--- src/rtl/cdc_synchronizer_if.sv ---
// rtl/cdc_synchronizer_if.sv - data/status bundle for cdc_synchronizer
// o_gray_err exists only when CDC_SYNC_GRAY_CHECK_EN is defined.
interface cdc_synchronizer_if #(
  parameter int WIDTH = 6
);
  logic [WIDTH-1:0] i_input_data;
  logic [WIDTH-1:0] o_output_data;
  logic             o_valid;
  logic             o_changed;
`ifdef CDC_SYNC_GRAY_CHECK_EN
  logic             o_gray_err;

  modport master (output i_input_data, input o_output_data, o_valid, o_changed, o_gray_err);
  modport slave  (input i_input_data, output o_output_data, o_valid, o_changed, o_gray_err);
`else
  modport master (output i_input_data, input o_output_data, o_valid, o_changed);
  modport slave  (input i_input_data, output o_output_data, o_valid, o_changed);
`endif
endinterface

--- src/rtl/cdc_synchronizer.sv ---
// rtl/cdc_synchronizer.sv - multi-stage per-bit synchronizer with fill tracking and change pulse
// Optional gray-code multi-bit-change checker compiled in with CDC_SYNC_GRAY_CHECK_EN.
module cdc_synchronizer #(
  parameter int               WIDTH       = 6,
  parameter int               STAGES      = 2,
  parameter logic [WIDTH-1:0] RESET_VALUE = '0
) (
  input  logic              i_wclk,
  input  logic              i_rst_n,
  cdc_synchronizer_if.slave bus
);
  localparam int             CW   = $clog2(STAGES + 1);
  localparam logic [CW-1:0]  FULL = CW'(STAGES);

  generate
    if (STAGES < 2 || WIDTH < 1) begin : g_param_check
      $error("cdc_synchronizer: requires STAGES >= 2 and WIDTH >= 1");
    end
  endgenerate

  // Index 0 samples the foreign domain; index STAGES-1 drives the output.
  (* ASYNC_REG = "TRUE" *) logic [STAGES-1:0][WIDTH-1:0] stage_q;

  logic [CW-1:0] fill_q;
  logic [CW-1:0] fill_d;
  logic          valid_d;
  logic          changed_q;

  always_ff @(posedge i_wclk or negedge i_rst_n) begin
    if (!i_rst_n) begin
      stage_q <= {STAGES{RESET_VALUE}};
    end else begin
      stage_q <= {stage_q[STAGES-2:0], bus.i_input_data};
    end
  end

  always_comb begin
    fill_d = fill_q;
    if (fill_q != FULL) begin
      fill_d = fill_q + CW'(1);
    end
    valid_d = (fill_d == FULL);
  end

  // The pulse describes the value the last stage takes on this same edge.
  always_ff @(posedge i_wclk or negedge i_rst_n) begin
    if (!i_rst_n) begin
      fill_q    <= '0;
      changed_q <= 1'b0;
    end else begin
      fill_q    <= fill_d;
      changed_q <= valid_d && (stage_q[STAGES-2] != stage_q[STAGES-1]);
    end
  end

  assign bus.o_output_data = stage_q[STAGES-1];
  assign bus.o_valid       = (fill_q == FULL);
  assign bus.o_changed     = changed_q;

`ifdef CDC_SYNC_GRAY_CHECK_EN
  logic [WIDTH-1:0] last_prev_q;
  logic [WIDTH-1:0] diff;
  logic             multi_bit;
  logic             valid_prev_q;
  logic             gray_err_q;

  // Both compared values must be post-reset samples, so the fill step is ignored.
  always_comb begin
    diff      = stage_q[STAGES-1] ^ last_prev_q;
    multi_bit = |(diff & (diff - WIDTH'(1)));
  end

  always_ff @(posedge i_wclk or negedge i_rst_n) begin
    if (!i_rst_n) begin
      last_prev_q  <= RESET_VALUE;
      valid_prev_q <= 1'b0;
      gray_err_q   <= 1'b0;
    end else begin
      last_prev_q  <= stage_q[STAGES-1];
      valid_prev_q <= bus.o_valid;
      if (bus.o_valid && valid_prev_q && multi_bit) begin
        gray_err_q <= 1'b1;
      end
    end
  end

  assign bus.o_gray_err = gray_err_q;
`endif
endmodule

--- src/flat_wrapper.sv ---
// flat-port wrapper written by rule: the top's interface ports become plain ports
module cdc_synchronizer_flat 
#(
  parameter int               WIDTH       = 6,
  parameter int               STAGES      = 2,
  parameter logic [WIDTH-1:0] RESET_VALUE = '0
)
  (i_wclk, i_rst_n, bus_i_input_data, bus_o_output_data, bus_o_valid, bus_o_changed);
  cdc_synchronizer_if #(.WIDTH(WIDTH)) bus_i ();
  input  logic i_wclk;
  input  logic i_rst_n;
  input wire logic [$bits(bus_i.i_input_data)-1:0] bus_i_input_data;
  output wire logic [$bits(bus_i.o_output_data)-1:0] bus_o_output_data;
  output wire logic [$bits(bus_i.o_valid)-1:0] bus_o_valid;
  output wire logic [$bits(bus_i.o_changed)-1:0] bus_o_changed;
  assign bus_i.i_input_data = bus_i_input_data;
  assign bus_o_output_data = bus_i.o_output_data;
  assign bus_o_valid = bus_i.o_valid;
  assign bus_o_changed = bus_i.o_changed;
  cdc_synchronizer #(.WIDTH(WIDTH), .STAGES(STAGES), .RESET_VALUE(RESET_VALUE)) u_core (.i_wclk(i_wclk), .i_rst_n(i_rst_n), .bus(bus_i));
endmodule
--- config.mk ---
export PLATFORM = sky130hd
export DESIGN_NAME = cdc_synchronizer_flat
export DESIGN_NICKNAME = d
export VERILOG_FILES = /design/src/rtl/cdc_synchronizer_if.sv /design/src/rtl/cdc_synchronizer.sv /design/src/flat_wrapper.sv
export SDC_FILE = /design/constraint.sdc
export NUM_CORES = 1
export LEC_CHECK = 0
export BUFFER_PORTS_ARGS = -buffer_cell sky130_fd_sc_hd__buf_2
export CAP_MARGIN = 30
export CORE_AREA = 2 2 39 41
export CTS_CLUSTER_SIZE = 14
export DETAILED_ROUTE_END_ITERATION = 8
export DIE_AREA = 0 0 41 43
export GPL_ROUTABILITY_DRIVEN = 0
export PLACE_DENSITY_LB_ADDON = 0.2
export SYNTH_ARGS = -nofsm -noshare
export SYNTH_HDL_FRONTEND = slang
export SYNTH_SLANG_ARGS = --single-unit
export TNS_END_PERCENT = 30
--- constraint.sdc ---
create_clock -name i_wclk -period 0.9 [get_ports i_wclk]
set_input_delay 0.135 -clock i_wclk [delete_from_list [all_inputs] [get_ports i_wclk]]
set_output_delay 0.135 -clock i_wclk [all_outputs]
set_load 0.01 [all_outputs]
==> metrics.txt <==
# TYPE chip_impl_metric gauge
chip_impl_metric{name="max_slew.worst_pin.slew",unit="ps"} 317
chip_impl_metric{name="gr-usage-all-layers",unit=""} 0.112
chip_impl_metric{name="final_min_period_over_clock_period",unit=""} 1.23
chip_impl_metric{name="number_of_nets_in_the_layout",unit=""} 66
chip_impl_info{name="failing_checks",value="setup timing"} 1
chip_impl_metric{name="synthesis.nets",unit=""} 43
chip_impl_metric{name="worst-endpoint-arrival",unit="ps"} 970
chip_impl_metric{name="antenna_violating_nets_post_route",unit=""} 0
chip_impl_metric{name="p_switching",unit="W"} 0.000262
chip_impl_metric{name="drive_above_1_share",unit=""} 0.436
chip_impl_metric{name="drt_wl_total",unit="um"} 734
chip_impl_metric{name="insertedDiodeCount",unit=""} 0
chip_impl_metric{name="power.combinational.fraction",unit=""} 0.083
chip_impl_metric{name="synthesis.area",unit="um2"} 520
chip_impl_metric{name="internal-power",unit="W"} 0.000925
chip_impl_metric{name="final_period_minus_worst_setup_slack",unit="ps"} 1100
chip_impl_metric{name="critical_path_required",unit="ps"} 760
chip_impl_metric{name="design.die.area",unit="mm2"} 0.00176
chip_impl_metric{name="post_drt_wl_per_cell",unit="um"} 10.3
chip_impl_metric{name="post_synth_inst_count",unit=""} 33
chip_impl_metric{name="area_growth_syn_to_layout",unit="%"} 37.3
chip_impl_metric{name="setup-violations-final",unit=""} 9
chip_impl_info{name="rr_endpoint",value="u_core.bus.o_changed$_DFF_PN0_"} 1
chip_impl_metric{name="layout.filler_cells",unit=""} 121
chip_impl_metric{name="setup_ws",unit="ps"} -203
chip_impl_metric{name="die_height",unit="um"} 43
chip_impl_info{name="crit-reg2reg-launch",value="u_core.bus.o_output_data[0]$_DFF_PN0_"} 1
chip_impl_metric{name="portBuffers",unit=""} 15
chip_impl_metric{name="placement_rows",unit=""} 14
chip_impl_metric{name="drc",unit=""} 0
chip_impl_metric{name="num_vias",unit=""} 304
chip_impl_metric{name="timing.fmax",unit="MHz"} 906
chip_impl_metric{name="slew-limit-headroom",unit=""} 0.789
chip_impl_metric{name="vdd_ir_drop_max",unit="mV"} 0.907
chip_impl_metric{name="die-width",unit="um"} 41
chip_impl_metric{name="power_density",unit="mW/mm2"} 1660
chip_impl_metric{name="post_dr_vias_cell",unit=""} 4.28
chip_impl_metric{name="cts_inserted_buffers",unit=""} 3
chip_impl_metric{name="core",unit="mm2"} 0.00138
chip_impl_info{name="cp-end-kind",value="output port"} 1
chip_impl_metric{name="clkLatencyLatePin",unit="ps"} 280
chip_impl_metric{name="pin_count",unit=""} 16
chip_impl_metric{name="ys_types",unit=""} 8
chip_impl_metric{name="seq_power_share",unit=""} 0.607
chip_impl_metric{name="clkSinkCount",unit=""} 15
chip_impl_metric{name="final.setup_skew",unit="ps"} 4.00
chip_impl_metric{name="seq_area_frac_synth",unit=""} 0.721
chip_impl_info{name="clock_tree_from_tritoncts",value="built"} 1
chip_impl_metric{name="drt_first_pass_iters",unit=""} 2
chip_impl_info{name="timing.hold.worst.class",value="input port to asynchronous set/reset pin"} 1
chip_impl_info{name="worstPathCellList",value="ha_4, buf_6"} 1
chip_impl_metric{name="antenna_found_initial",unit=""} 0
chip_impl_info{name="cp-start-kind",value="flop"} 1
chip_impl_metric{name="timing.max_cap.violations",unit=""} 0
chip_impl_metric{name="postSynthAreaPerCell",unit="um2"} 15.8
chip_impl_metric{name="clkSlewWorstSetupHoldPaths",unit="ps"} 90
chip_impl_metric{name="timing_hold_violations_final",unit=""} 0
chip_impl_info{name="run_status",value="finished with violations"} 1
chip_impl_info{name="crit_type",value="flop to output port"} 1
chip_impl_metric{name="clockBufferDepth",unit=""} 2
chip_impl_metric{name="rr_worst_depth",unit=""} 3
chip_impl_metric{name="drv_slew",unit=""} 0
chip_impl_metric{name="max_stage_delay",unit="ps"} 410
chip_impl_metric{name="crit_fanout",unit=""} 2
chip_impl_metric{name="final.hold.worst_slack",unit="ps"} 270
chip_impl_metric{name="grt_start_max_net_pins",unit=""} 16
chip_impl_metric{name="dr.first_iter.drc_count",unit=""} 1
chip_impl_metric{name="reg2reg_setup_slack",unit="ps"} -110
chip_impl_metric{name="grt-ovfl-total",unit=""} 0
chip_impl_metric{name="fin_tns_setup",unit="ps"} -599
chip_impl_metric{name="start_util",unit=""} 0.376
chip_impl_metric{name="global_route_wire_length_before_repair",unit="mm"} 1.25
chip_impl_info{name="cts_root_buf",value="clkbuf_4"} 1
chip_impl_metric{name="synth.yosys.warnings",unit=""} 0
chip_impl_metric{name="postSynthRegisterBits",unit=""} 15
chip_impl_metric{name="place_ws",unit="ps"} -115
chip_impl_metric{name="number_of_global_route_vias_before_repair",unit=""} 316
chip_impl_info{name="grt_setup_unrepaired",value="yes"} 1
chip_impl_metric{name="static-leakage-power",unit="nW"} 0.333
chip_impl_metric{name="cts.htree.levels",unit=""} 1
chip_impl_metric{name="swShare",unit=""} 0.220
chip_impl_info{name="slowest_stage",value="dfrtp_1"} 1
chip_impl_metric{name="power.clock.fraction",unit=""} 0.310
-- worst max-delay path by stage --
stage	from	to
after detailed placement	u_core.stage_q[0]$_DFF_PN0_	u_core.bus.o_changed$_DFF_PN0_
after global routing	u_core.fill_q[1]$_DFF_PN0_	bus_o_valid
after global placement	u_core.stage_q[0]$_DFF_PN0_	u_core.bus.o_changed$_DFF_PN0_
after floorplan	u_core.stage_q[0]$_DFF_PN0_	u_core.bus.o_changed$_DFF_PN0_
after CTS	u_core.fill_q[0]$_DFF_PN0_	bus_o_valid
final	u_core.fill_q[1]$_DFF_PN0_	bus_o_valid
-- registers in the layout (all words and copies together) (netlist names) --
name	cells
u_core.bus.o_output_data	6
u_core.fill_q	2
u_core.bus.o_changed	1
u_core.stage_q	6
-- final cells by class --
| class | count | area, um2 | share of cell area |
|---|---|---|---|
| timing repair buffer | 24 | 166 | 0.233 |
| inverter | 2 | 7.51 | 0.0105 |
| multi-input combinational | 10 | 118 | 0.165 |
| tap | 16 | 20.0 | 0.0280 |
| sequential | 15 | 375 | 0.525 |
| clock buffer | 3 | 22.5 | 0.0315 |
| clock inverter | 1 | 5.00 | 0.00701 |
-- cell usage in the layout (no fill, tap or decap) --
cell           count
buf_2             14
dfrtp_1           15
dlygate4sd3_1      7
clkbuf_4           3
buf_4              2
clkinv_2           1
nand4_1            1
o31a_1             1
inv_2              1
ha_4               2
inv_1              1
xnor2_1            4
xor2_1             2
buf_6              1
-- cell usage after synthesis --
library cell  count  area, um2
xor2_1            2       17.5
inv_1             2       7.51
o31a_1            1       8.76
ha_1              2       25.0
nand4_1           1       6.26
buf_4             6       45.0
xnor2_1           4       35.0
dfrtp_1          15        375
-- through the flow --
stage | instance area, um2 | total power, W | instances | utilization
2_1_floorplan | 520 | 0.000780 | 33 | -
3_3_place_gp | 571 | 0.000805 | 58 | 0.412
3_5_place_dp | 571 | 0.000809 | 58 | 0.412
4_1_cts | 704 | 0.00121 | 71 | 0.509
5_1_grt | 714 | 0.00126 | 71 | 0.516
6_report | 714 | 0.00119 | 71 | 0.516
-- critical path: cells and delay by family (launching register included) --
kind | cells | cell delay [ps]
flops | 1 | 410
fa+ha+maj | 1 | 170
buf+inv | 1 | 110
-- routing by layer --
layer	vias up	wire length (um)	global-route usage
li1	141	-	-
met3	2	40	0.0471
met2	10	405	0.163
met1	151	282	0.115
met5	-	0	0
met4	0	6	0.100
-- power by group through the flow --
stage,combinational (W),clock [W],sequential [W]
floorplan,0.0000492,0,0.000731
global placement,0.0000730,0,0.000732
detailed placement,0.0000748,0,0.000735
CTS,0.000101,0.000388,0.000721
global route,0.000110,0.000428,0.000724
finish,0.0000985,0.000368,0.000720
-- kinds of logic (layout without fill, tap and decap cells) --
logic type,after synthesis,in the layout,synth area share
flops,15,15,0.721
buf+inv,8,30,0.101
xor+xnor,6,6,0.101
fa+ha+maj,2,2,0.0481
compound gates,1,1,0.0168
simple gates,1,1,0.0120
-- repair_timing --
action | CTS | global route
hold buffers | 7 | 0
setup buffers | 2 | 0
pin swaps | 2 | 0
endpoints found under the setup margin | 9 | 9
gates resized for setup | 4 | 1
endpoints found under the hold margin | 21 | 0
Power figures use the tool's default switching activity.
